## config.mk

```make
export PLATFORM = sky130hd
export DESIGN_NAME = peripheral_bus
export DESIGN_NICKNAME = d
export VERILOG_FILES = /design/src/rtl/peripheral_bus_pkg.sv /design/src/rtl/peripheral_timer.sv /design/src/rtl/peripheral_bus.sv
export SDC_FILE = /design/constraint.sdc
export NUM_CORES = 1
export LEC_CHECK = 0
export CORE_MARGIN = 4
export CORE_UTILIZATION = 40
export DETAILED_ROUTE_END_ITERATION = 10
export PLACE_DENSITY = 0.7
export SKIP_CTS_REPAIR_TIMING = 1
export SLEW_MARGIN = 20
export SYNTH_ARGS = -nofsm -noshare
export SYNTH_HDL_FRONTEND = slang
export SYNTH_HIERARCHICAL = 1
export SYNTH_SLANG_ARGS = --single-unit
export TNS_END_PERCENT = 10
```

## constraint.sdc

```tcl
create_clock -name clk -period 5.5 [get_ports clk]
set_clock_uncertainty 0.2 [all_clocks]
set_input_delay 1.1 -clock clk [delete_from_list [all_inputs] [get_ports clk]]
set_output_delay 1.1 -clock clk [all_outputs]
set_load 0.01 [all_outputs]
```

## src/rtl/peripheral_bus_pkg.sv

```systemverilog
// Shared definitions for the peripheral bus block: register offsets within
// the 32-byte window, TCON bit positions and the default window base.
package peripheral_bus_pkg;

   localparam logic [31:0] ADDR_BASE_DEFAULT = 32'h4000_0000;

   // Byte offsets of the registers inside the window (bits [1:0] are ignored).
   localparam logic [4:0] OFS_TH      = 5'h00;
   localparam logic [4:0] OFS_TL      = 5'h04;
   localparam logic [4:0] OFS_TCON    = 5'h08;
   localparam logic [4:0] OFS_LED     = 5'h0C;
   localparam logic [4:0] OFS_SWITCH  = 5'h10;
   localparam logic [4:0] OFS_DIGIT   = 5'h14;
   localparam logic [4:0] OFS_SYSTICK = 5'h18;

   // TCON bit indices.
   localparam int TCON_EN = 0;   // timer count enable
   localparam int TCON_IE = 1;   // interrupt enable
   localparam int TCON_IS = 2;   // interrupt status (sticky)

endpackage

```

## src/rtl/peripheral_timer.sv

```systemverilog
// Reloading 32-bit timer: TH holds the reload value, TL counts up, TCON holds
// enable / irq-enable / irq-status. CPU writes win over the count, but an
// overflow coinciding with a TCON write still sets the status bit.
// Ports:
//   clk, reset        clock, async active-low reset
//   th_we/tl_we/tcon_we  per-register write strobes (already decoded)
//   wdata             store data
//   th, tl, tcon      register values
//   irq               interrupt request (= TCON status bit, a flop output)
module peripheral_timer
   import peripheral_bus_pkg::*;
(
   input  logic        clk,
   input  logic        reset,
   input  logic        th_we,
   input  logic        tl_we,
   input  logic        tcon_we,
   input  logic [31:0] wdata,
   output logic [31:0] th,
   output logic [31:0] tl,
   output logic [2:0]  tcon,
   output logic        irq
);

   logic overflow;
   logic irq_set;

   assign overflow = tcon[TCON_EN] && (tl == 32'hFFFF_FFFF);
   assign irq_set  = overflow && tcon[TCON_IE];

   always_ff @(posedge clk or negedge reset) begin
      if (!reset) begin
         th   <= '0;
         tl   <= '0;
         tcon <= '0;
      end else begin
         if (th_we)
            th <= wdata;

         // Reload uses the TH value from before any same-cycle TH write.
         if (tl_we)
            tl <= wdata;
         else if (tcon[TCON_EN])
            tl <= overflow ? th : tl + 32'd1;

         // Overflow event is ORed into a written status bit so it is never lost.
         if (tcon_we)
            tcon <= {wdata[TCON_IS] | irq_set, wdata[TCON_IE], wdata[TCON_EN]};
         else if (irq_set)
            tcon[TCON_IS] <= 1'b1;
      end
   end

   assign irq = tcon[TCON_IS];

endmodule

```

## src/rtl/peripheral_bus.sv

```systemverilog
// Memory-mapped peripheral window on the core's data-memory port: timer,
// LEDs, switches, 7-segment digit and a free-running tick counter.
// Reads are combinational; writes land on the rising edge.
// Ports:
//   clk, reset     clock, async active-low reset
//   iAddr          byte address from the MEM stage
//   iMemRead/iMemWrite  access strobes
//   iWriteData     store data
//   oReadData      read data (0 when not reading a hit register)
//   oHit           address decodes to a register here
//   oIRQ           timer interrupt request
//   iSwitch        raw asynchronous switch pins
//   oLed, oDigit   LED and 7-segment registers
module peripheral_bus
   import peripheral_bus_pkg::*;
#(
   parameter logic [31:0] ADDR_BASE = ADDR_BASE_DEFAULT,
   parameter int          LED_WIDTH = 8,
   parameter int          SW_WIDTH  = 8
) (
   input  logic                 clk,
   input  logic                 reset,
   input  logic [31:0]          iAddr,
   input  logic                 iMemRead,
   input  logic                 iMemWrite,
   input  logic [31:0]          iWriteData,
   output logic [31:0]          oReadData,
   output logic                 oHit,
   output logic                 oIRQ,
   input  logic [SW_WIDTH-1:0]  iSwitch,
   output logic [LED_WIDTH-1:0] oLed,
   output logic [11:0]          oDigit
);

   logic [4:0]           ofs;
   logic                 hit;
   logic                 wr;
   logic [31:0]          th, tl;
   logic [2:0]           tcon;
   logic                 irq;
   logic [LED_WIDTH-1:0] led;
   logic [11:0]          digit;
   logic [31:0]          systick;
   logic [SW_WIDTH-1:0]  sw_s1, sw_s2;
   logic                 unused_addr;

   assign unused_addr = ^iAddr[1:0];

   assign ofs = {iAddr[4:2], 2'b00};
   // Word 7 (offset 0x1C) is inside the 32-byte window but unmapped.
   assign hit = (iAddr[31:5] == ADDR_BASE[31:5]) && (iAddr[4:2] <= 3'd6);
   assign wr  = iMemWrite && hit;

   peripheral_timer u_timer (
      .clk     (clk),
      .reset   (reset),
      .th_we   (wr && ofs == OFS_TH),
      .tl_we   (wr && ofs == OFS_TL),
      .tcon_we (wr && ofs == OFS_TCON),
      .wdata   (iWriteData),
      .th      (th),
      .tl      (tl),
      .tcon    (tcon),
      .irq     (irq)
   );

   always_ff @(posedge clk or negedge reset) begin
      if (!reset) begin
         led     <= '0;
         digit   <= '0;
         systick <= '0;
         sw_s1   <= '0;
         sw_s2   <= '0;
      end else begin
         if (wr && ofs == OFS_LED)
            led <= iWriteData[LED_WIDTH-1:0];
         if (wr && ofs == OFS_DIGIT)
            digit <= iWriteData[11:0];
         systick <= systick + 32'd1;
         sw_s1   <= iSwitch;
         sw_s2   <= sw_s1;
      end
   end

   always_comb begin
      oReadData = '0;
      if (iMemRead && hit) begin
         case (ofs)
            OFS_TH:      oReadData = th;
            OFS_TL:      oReadData = tl;
            OFS_TCON:    oReadData = {29'd0, tcon};
            OFS_LED:     oReadData = 32'(led);
            OFS_SWITCH:  oReadData = 32'(sw_s2);
            OFS_DIGIT:   oReadData = {20'd0, digit};
            OFS_SYSTICK: oReadData = systick;
            default:     oReadData = '0;
         endcase
      end
   end

   assign oHit   = hit;
   assign oIRQ   = irq;
   assign oLed   = led;
   assign oDigit = digit;

endmodule

```

==> summary.md <==
| Metric | Value |
|---|---|
| Worst path max stage delay | `between 0.5 and 0.6 ns` |
| Maximum Capacitance Violations | `0` |
| Actual slew at the worst max-slew pin | `~0.95 ns` |
| Final min period | `4.885 ns` |
| Yosys Warn Count | `6` |
| Asr flop ratio synth | `100.0%` |
| Peak Freq | `204.7 MHz` |
| CP Class | `primary input to output pin` |
| Critical path arrival | `~3.6 ns` |
| PortBufs | `approximately 130` |
| Power, Total | `roughly 2.3 mW` |
| Fill cells | `approximately 1700` |
| Initial Utilization | `between 40% and 50%` |
| TritonRoute pass-1 iters | `6` |
| Sw frac | `a little over a fifth` |
| Clk pwr share | `~50%` |
| Core area | `18710 µm²` |
| Final Setup Violations | `0` |
| Total grt overflow | `0` |
| WP data required | `~4.2 ns` |
| Buf+Inv Stages, Crit Path | `3` |
| Die W | `145.7 µm` |
| CTS Sinks | `135` |
| Max stage delay cell, worst path | `clkdlybuf4s50_1` |
| CTS Buf Count | `17` |
| Post-synth top area share | `between 40% and 50%` |
| Top Family by Delay on Critical Path | `buffers and inverters` |
| DRT Wirelength | `around 21000 µm` |
| Clock latency on the worst-skew pair | `between 0.4 and 0.5 ns` |
| Hold WC Path Type | `register to register` |
| Slew Viols, Final | `0` |
| N_diodes | `0` |
| Pin count of the biggest net entering global routing | `roughly 100` |
| Yosys reg bits | `around 140` |
| CP startpoint kind | `primary input` |
| Net Sw Power | `about 0.49 mW` |
| Combinational power share | `5.8%` |
| Sequential share of power | `43.9%` |
| Clock buffer depth | `2` |
| Int Pwr | `roughly 1.8 mW` |
| Mapped Nets | `a little under 800` |
| Distinct cells, synth | `58` |
| Post-DRT Antenna Nets | `0` |
| Static Leak | `approximately 4.0 nW` |
| Register area share after synthesis | `between 40 and 50%` |
| Post-synth top area cell | `dfrtp_1` |
| Predominant post-synthesis flop cell | `dfrtp_1` |
| Hold violation total from the final report | `0` |
| Via density | `approximately 5.7` |
| Crit end category | `output pin` |
| Vias | `6093` |
| Tcrit/Tclk final | `roughly 89%` |
| Post-Syn Instances | `716` |
| Crit path cell chain | `clkdlybuf4s50_1 -> nor4_4 -> nand4_4 -> or3_1 -> buf_4 -> nor3_1 -> clkdlybuf4s50_1` |
| RSZ-0062 raised after global routing | `false` |
| Placed Area | `approximately 9000 µm²` |
| Synth area leaders | `dfrtp_1, mux2_2, xnor2_1` |
| Die height | `145.7 µm` |
| Setup TNS | `0 ns` |
| Post-route cell area | `~9600 µm²` |
| Maximum vdd ir drop | `between 0.0002 and 0.00025 V` |
| Post-synth EDFFs | `0` |
| Post-DP HPWL | `roughly 14000 µm` |
| Syn Area/Cell | `around 11 µm²` |
| Die area | `around 21000 µm²` |
| Status | `completed` |
| Final hold slack | `about 0.14 ns` |
| Final GP Congestion | `between 0.8 and 0.9` |
| P&R area growth vs syn | `26.35%` |
| Count of routing violations after the opening detailed-route iteration | `430` |
| Tot GR Track Use | `about a fifth` |
| Row cnt | `50` |
| Initial antenna violation count | `0` |
| First-pass GRT wire length | `roughly 34000 µm` |
| Maximum fanout along the worst path | `32` |
| Clock slew at the register clock pins of the worst setup and hold paths | `~0.06 ns` |
| Root Driver | `clkbuf_16` |
| DRC | `0` |
| H-tree levels | `4` |
| Routed len/inst | `roughly 19 µm` |
| Most common cell on crit path | `clkdlybuf4s50_1` |
| Cell Area, Synth | `between 7000 and 8000 µm²` |
| Slew headroom | `roughly 37%` |
| CTS tree | `done` |
| Number of global-route vias before repair | `between 6000 and 7000` |
| I/O Pins | `130` |
| Nets | `between 900 and 1000` |
| Layout cell share with drive strength beyond 1 | `15.85%` |
| PwrDens | `approximately 240 nW/µm²` |
## cells in the mapped netlist, types with 3 or more instances
| cell | instances |
|---|---|
| a31oi_1 | 3 |
| xor2_1 | 18 |
| a22oi_1 | 27 |
| nor2_1 | 58 |
| mux4_2 | 4 |
| buf_4 | 3 |
| nand3_1 | 27 |
| buf_2 | 9 |
| nor3_1 | 7 |
| a22o_1 | 4 |
| a211oi_2 | 3 |
| buf_1 | 5 |
| o31ai_1 | 3 |
| nor2b_1 | 7 |
| nor3b_1 | 24 |
| a221o_1 | 7 |
| xnor2_1 | 36 |
| a221oi_1 | 6 |
| and2_1 | 7 |
| and4_1 | 13 |
| a211oi_1 | 3 |
| inv_1 | 5 |
| nand4_1 | 23 |
| nor4_4 | 4 |
| mux2_2 | 58 |
| nor4_2 | 4 |
| nor4_1 | 4 |
| mux2_4 | 8 |
| mux2_1 | 12 |
| dfrtp_1 | 135 |
| and3_1 | 9 |
| o21ai_0 | 32 |
| nand2_1 | 42 |
| buf_6 | 4 |
| mux2i_1 | 11 |
| clkbuf_1 | 23 |
| a21oi_1 | 39 |
## path summary, 6_finish.rpt
check	start	endpoint	slack, ns	cells after the start
hold / removal	sw_s1[0]	sw_s2[0]	0.14	0
max in group asynchronous	reset	u_timer/th[9]	3.42	2
setup reg to reg	u_timer/tcon[0]	u_timer/tl[27]	2.46	7
setup / recovery	iAddr[20]	oReadData[7]	0.62	7
min in group asynchronous	reset	systick[28]	0.57	1
hold reg to reg	sw_s1[0]	sw_s2[0]	0.14	0
## power by group through the flow
stage,combinational [mW],sequential (mW),clock [mW]
3_3_place_gp,0.133,1.02,0
3_5_place_dp,0.134,1.02,0
6_report,0.132,1.00,1.15
2_1_floorplan,0.0367,1.02,0
4_1_cts,0.134,1.00,1.16
5_1_grt,0.143,1.00,1.22
## kinds of logic after synthesis
kind of cell / synth area share, %
AO/OA/AOI/OAI: 11.79
XOR/XNOR: 6.232
adder cells (fa/ha/maj): 0.3297
buffers and inverters: 3.446
flip-flops: 44.52
multiplexers: 14.61
AND/OR/NAND/NOR: 19.08
## state kept, by name, summed over array words and instances, names as in the netlist
name / flops
systick: 32
u_timer/tcon: 3
u_timer/tl: 32
sw_s1: 8
sw_s2: 8
u_timer/th: 32
oDigit: 12
oLed: 8
## per-stage QoR
stage / std cells / setup WS [ns] / utilization, %
floorplan: 716 / 1.750 / -
global placement: 1043 / 0.6262 / 48.10
detailed placement: 1043 / 0.6252 / 48.10
CTS: 1073 / 0.6088 / 51.24
global route: 1073 / 0.5113 / 51.26
finish: 1073 / 0.6152 / 51.26
## layout by cell type, fill, tap and decap left out, types with 7 or more instances in the layout
master	netlist	routed
and2_1	7	7
clkdlybuf4s50_1	0	125
nand2_1	42	42
nand4_1	23	23
nor3_1	7	7
mux2_2	58	58
a22oi_1	27	27
nor2_1	58	58
dfrtp_1	135	135
mux2i_1	11	11
nand3_1	27	27
mux2_1	12	12
and3_1	9	9
buf_4	3	12
mux2_4	8	8
a21oi_1	39	39
and4_1	13	12
clkbuf_16	0	17
a221o_1	7	7
o21ai_0	32	32
xnor2_1	36	36
nor3b_1	24	24
xor2_1	18	18
## layer usage
metal / share of wire, % / vias up / wire [µm] / GRT usage (%)
met3: 4.8 / 18 / 994 / 3.550
met4: 1.2 / 0 / 242 / 5.318
met5: 0 / - / 0 / 0
li1: - / 2859 / - / -
met2: 49 / 174 / 10300 / 32.43
met1: 45 / 3042 / 9319 / 26.94
## cell type report
type | count | area (µm²) | share of cell area [%]
Tap cell | 234 | 292.8 | 3.054
Timing Repair Buffer | 139 | 1358 | 14.16
Multi-Input combinational cell | 530 | 3953 | 41.22
Sequential cell | 135 | 3378 | 35.23
Inverter | 5 | 18.77 | 0.1957
Clock inverter | 8 | 123.9 | 1.292
Clock buffer | 22 | 464.2 | 4.841
Note: power is estimated with default switching activity, not from simulation.
